<file path="src/rtl/neuron_mac_q4_27.sv">
// neuron_mac_q4_27
// Pre-activation stage that feeds the 4-slice sigmoid. It takes N_INPUTS
// (x, w) pairs in signed Q4.27 one at a time and multiply-accumulates them
// at full precision. It then adds the bias, floors the sum back to Q4.27 and
// saturates it, and holds the result on data_out until downstream takes it.
//
// State table:
//   state | meaning
//   ACC   | accepting pairs; in_ready=1, acc += x*w per accepted beat
//   FIN   | one cycle: add bias, floor, saturate, register data_out
//   OUT   | out_valid=1 until out_ready; then clear acc/count, back to ACC
//
// Ports:
//   clk, rst_n            clock (rising edge), async active-low reset
//   in_valid / in_ready   input pair handshake
//   x_in, w_in            signed Q4.27 activation and weight
//   bias                  signed Q4.27 bias, sampled in FIN only
//   out_valid / out_ready result handshake
//   data_out              registered, saturated Q4.27 result
//   count                 pairs accepted into the current result (debug)
module neuron_mac_q4_27 #(
  parameter int DATA_W   = 32,
  parameter int FRAC_W   = 27,
  parameter int N_INPUTS = 4,
  parameter int ACC_W    = 72
) (
  input  logic                              clk,
  input  logic                              rst_n,
  input  logic                              in_valid,
  output logic                              in_ready,
  input  logic [DATA_W-1:0]                 x_in,
  input  logic [DATA_W-1:0]                 w_in,
  input  logic [DATA_W-1:0]                 bias,
  output logic                              out_valid,
  input  logic                              out_ready,
  output logic [DATA_W-1:0]                 data_out,
  output logic [$clog2(N_INPUTS+1)-1:0]     count
);

  localparam int CNT_W = $clog2(N_INPUTS + 1);
  localparam logic [CNT_W-1:0] C_LAST = CNT_W'(N_INPUTS - 1);

  // Q4.27 limits expressed at accumulator width.
  localparam logic signed [ACC_W-1:0] C_MAX = {{(ACC_W-DATA_W+1){1'b0}}, {(DATA_W-1){1'b1}}};
  localparam logic signed [ACC_W-1:0] C_MIN = {{(ACC_W-DATA_W+1){1'b1}}, {(DATA_W-1){1'b0}}};

  typedef enum logic [1:0] {
    S_ACC = 2'd0,
    S_FIN = 2'd1,
    S_OUT = 2'd2
  } state_t;

  state_t r_state;
  state_t w_state_nxt;

  logic signed [ACC_W-1:0]    r_acc;
  logic [CNT_W-1:0]           r_count;
  logic [DATA_W-1:0]          r_data_out;

  logic                       w_accept;
  logic [2*DATA_W-1:0]        w_x_ext;
  logic [2*DATA_W-1:0]        w_w_ext;
  logic [2*DATA_W-1:0]        w_prod;
  logic signed [ACC_W-1:0]    w_prod_ext;
  logic signed [ACC_W-1:0]    w_bias_sh;
  logic signed [ACC_W-1:0]    w_sum;
  logic signed [ACC_W-1:0]    w_q;
  logic [DATA_W-1:0]          w_sat;

  // Sign-extending both operands to 2*DATA_W before multiplying makes the
  // low 2*DATA_W bits of the product the exact signed Q8.54 result.
  assign w_x_ext    = {{DATA_W{x_in[DATA_W-1]}}, x_in};
  assign w_w_ext    = {{DATA_W{w_in[DATA_W-1]}}, w_in};
  assign w_prod     = w_x_ext * w_w_ext;
  assign w_prod_ext = {{(ACC_W-2*DATA_W){w_prod[2*DATA_W-1]}}, w_prod};

  // Bias is aligned to the Q8.54 accumulator scale. The arithmetic right
  // shift then floors the sum back to Q4.27 (round toward -inf).
  assign w_bias_sh  = {{(ACC_W-DATA_W){bias[DATA_W-1]}}, bias} << FRAC_W;
  assign w_sum      = r_acc + w_bias_sh;
  assign w_q        = w_sum >>> FRAC_W;

  always_comb begin
    w_sat = w_q[DATA_W-1:0];
    if (w_q > C_MAX) begin
      w_sat = {1'b0, {(DATA_W-1){1'b1}}};
    end else if (w_q < C_MIN) begin
      w_sat = {1'b1, {(DATA_W-1){1'b0}}};
    end
  end

  assign w_accept = in_valid & in_ready;

  always_ff @(posedge clk or negedge rst_n) begin
    if (!rst_n) begin
      r_state <= S_ACC;
    end else begin
      r_state <= w_state_nxt;
    end
  end

  always_comb begin
    w_state_nxt = r_state;
    in_ready    = 1'b0;
    out_valid   = 1'b0;
    case (r_state)
      S_ACC: begin
        in_ready = 1'b1;
        if (in_valid && (r_count == C_LAST)) begin
          w_state_nxt = S_FIN;
        end
      end
      S_FIN: begin
        w_state_nxt = S_OUT;
      end
      S_OUT: begin
        out_valid = 1'b1;
        if (out_ready) begin
          w_state_nxt = S_ACC;
        end
      end
      default: begin
        w_state_nxt = S_ACC;
      end
    endcase
  end

  always_ff @(posedge clk or negedge rst_n) begin
    if (!rst_n) begin
      r_acc      <= '0;
      r_count    <= '0;
      r_data_out <= '0;
    end else begin
      case (r_state)
        S_ACC: begin
          if (w_accept) begin
            r_acc   <= r_acc + w_prod_ext;
            r_count <= r_count + CNT_W'(1);
          end
        end
        S_FIN: begin
          r_data_out <= w_sat;
        end
        S_OUT: begin
          if (out_ready) begin
            r_acc   <= '0;
            r_count <= '0;
          end
        end
        default: begin
        end
      endcase
    end
  end

  assign data_out = r_data_out;
  assign count    = r_count;

endmodule

</file>
<file path="config.mk">
export PLATFORM = sky130hd
export DESIGN_NAME = neuron_mac_q4_27
export DESIGN_NICKNAME = d
export VERILOG_FILES = /design/src/rtl/neuron_mac_q4_27.sv
export SDC_FILE = /design/constraint.sdc
export NUM_CORES = 2
export LEC_CHECK = 0
export ABC_CLOCK_PERIOD_IN_PS = 7660
export BUFFER_PORTS_ARGS = -buffer_cell sky130_fd_sc_hd__buf_4
export CAP_MARGIN = 40
export CORE_MARGIN = 1.5
export CORE_UTILIZATION = 60
export DETAILED_ROUTE_END_ITERATION = 8
export GPL_ROUTABILITY_DRIVEN = 0
export GPL_TIMING_DRIVEN = 1
export PLACE_DENSITY_LB_ADDON = 0.08
export SYNTH_ARGS = -nofsm -noshare
export SYNTH_HDL_FRONTEND = slang
export SYNTH_SLANG_ARGS = --single-unit
</file>
<file path="constraint.sdc">
create_clock -name clk -period 7.66 [get_ports clk]
set_clock_uncertainty 0.2 [all_clocks]
set_input_delay 1.532 -clock clk [delete_from_list [all_inputs] [get_ports clk]]
set_output_delay 1.532 -clock clk [all_outputs]
set_load 0.1 [all_outputs]
</file>
==> impl_results.md <==
- Fraction of final layout cells sized beyond drive strength 1: between 20% and 30%
- Final Cycle Share: 111.7%
- Multi-input logic area: around 42000 µm²
- Synth-to-layout area growth: 19.67%
- CTS tree: built
- Hold Fails Final Rpt: 0
- Max-cap violations: 0
- Final Worst Setup Slack: -0.8988 ns
- #FFs+latches synth: approximately 110
- Slew Viols, Final: 0
- Die area: between 80000 and 90000 µm²
- CP Data Arrival Time: approximately 8.6 ns
- Setup violations, final: 47
- Post-synth EDFFs: 0
- Via density: ~5.4
- Slew HR: 43.18%
- Register Area: around 2700 µm²
- Seq/Total Area, Yosys: about 5.6%
- Vias in the first global route: between 40000 and 50000
- Syn. warnings: 0
- CP max stage delay: 0.55 ns
- Slew @ Worst Pin: 0.8523 ns
- Core area: around 81000 µm²
- Initial DRT Pass Iterations: 6
- I/O pin count: roughly 140
- CTS Sinks: 109
- WS Path Type: primary input to register
- Type of origin of the critical path: primary input
- Routed len/inst: 18.95 µm
- Setup WS pre-CTS: -1.450 ns
- R2r startpoint: r_acc[29]
- Main area contributors after synthesis: fa_1 (53%), inv_1 (10%), ha_1 (7.2%)
- Htree depth: 3
- Syn_nets: about 7000
- Dpl hpwl: between 100 and 150 mm
- Mapped cell area: 48860 µm²
- Worst Hold Depth: 2
- Clock Latency Late Sink: approximately 0.38 ns
- Initial Util: around three fifths
- CP most frequent cell: fa_1
- Asr flop ratio synth: 100.0%
- Outcome: complete, but fails checks
- First-pass GRT wire length: about 210 mm
- Failing checks: negative setup slack
- Critical Path Sink: r_acc[70]
- Reg2Reg Capture Point: r_acc[64]
- Nets: about 7500
- Maximum fanout along the worst path: 5
- Yosys cell types: 80
- FMAX: 0.1168 GHz
- Vias: 37530
- Initial antenna violation count: 6
- DRC: 0
- Die height: 288.4 µm
- Routed wire length: ~130 mm
- Post-CTS Hold Fix Bufs: 0
- Pin count of the biggest net entering global routing: 75
- Avg Cell Area, Syn: 9.154 µm²
- Cells after Synth: about 5300
- Grt total ovfl: 0
- CTS Buf Count: 9
- Setup crit end kind: register
- Clock Path Buffers: 2
- Most frequent cells after synthesis: inv_1 (1320), fa_1 (1285), nand2_1 (921)
- Die W: about 290 µm
- Post-layout min period: between 8 and 9 ns
- Clock root cell: clkbuf_16
- Reg2reg path depth: 27
- Final ANT Viol Nets: 0
- All-Layer GR Usage: 32.78%
- Top cell type's share of synthesized area: a little over half
- Yosys top cell by area: fa_1
- Cell with the most instances after synthesis: inv_1
- HP Class: register to register
- RSZ-0062 raised after global routing: true
- Fillers: 5940
- Critical Path RT: ~7.7 ns
- # rows: 104
- DR iter-0 viols: about 2000
- Port Buffers: between 100 and 150
- Max stage delay cell, worst path: fa_1
- R2R setup slack: around 0.14 ns
- Ys flop type: dfrtp_1
- Worst Setup SP: x_in[31]
- Reg clk slew, reported paths: around 0.09 ns
[kinds of logic after synthesis]
kind of cell               Yosys count  synth area share (%)
xor gates and xnor gates           108                 1.936
adders and majority gates         1566                 59.84
muxes                                6                0.1280
DFF                                109                 5.582
AOI/OAI and AO/OA                  494                 6.614
buffers and inverters             1585                 12.24
and+or+nand+nor                   1470                 13.65
[metal layers]
metal | vias up | global-route usage (%) | routed length [µm]
li1 | 16610 | - | -
met4 | 2 | 13.53 | 6669
met3 | 355 | 4.021 | 6420
met2 | 1201 | 60.93 | 71840
met5 | - | 0 | 13
met1 | 19370 | 38.16 | 45930
[cells in the final DEF (no fill, tap or decap), types with 48 or more instances in the layout]
cell,instances
nand2_1,878
nor2_1,79
a21oi_2,57
ha_1,232
dfrtp_1,109
o21ai_0,75
and2_1,250
a21oi_1,87
buf_6,70
buf_12,73
fa_1,1227
inv_2,67
fa_2,58
buf_4,585
xnor2_1,55
ha_4,48
inv_1,1250
[state kept, by name, summed over array words and instances (netlist names)]
register and count:
count 3, data_out 32, r_acc 72, r_state 2
[final cells by class]
class / instances / area share, %
diodes: 4 / 0.01712
clock buffers: 9 / 0.3852
clock inverters: 7 / 0.1776
inverters: 1320 / 8.493
multi-input cells: 3644 / 71.80
flip-flops and latches: 109 / 4.665
well taps: 1060 / 2.268
repair buffers: 752 / 12.19
[worst max-delay path, delay by kind of cell]
family | cells | cell delay, ns
buffers and inverters | 10 | 0.94
AOI/OAI and AO/OA | 4 | 0.68
adders and majority gates | 9 | 4.28
xor gates and xnor gates | 1 | 0.14
and+or+nand+nor | 5 | 1.03
[metrics by stage]
step	utilization [%]	cells	hold slack (ns)	cell area (µm²)	TNS (ns)
floorplan	-	5338	0.2432	49760	-43.82
global placement	68.27	6783	0.2600	54990	-55.47
detailed placement	68.27	6783	0.2711	54990	-57.72
CTS	71.20	6867	0.2882	57350	-23.69
global route	72.59	6905	0.3113	58470	-37.33
finish	72.59	6905	0.2856	58470	-27.85
[how the worst min path moves through the flow]
stage	endpoint	start	slack, ns
finish	r_acc[23]	r_acc[23]	0.29
global route	r_acc[23]	r_acc[23]	0.31
CTS	r_acc[6]	r_acc[6]	0.29
detailed placement	r_acc[6]	r_acc[6]	0.27
global placement	r_acc[6]	r_acc[6]	0.26
floorplan	r_acc[6]	r_acc[6]	0.24
[repair_timing]
action                                  CTS  global route
resized for setup                       326           216
buffers inserted                         71            35
endpoints found under the setup margin   53            52
pin swaps                               195           191
gates cloned                              4             1
Power is left out: the tool's default activity adds up to more than one toggle a clock period on the data nets, which glitch-free logic cannot reach.
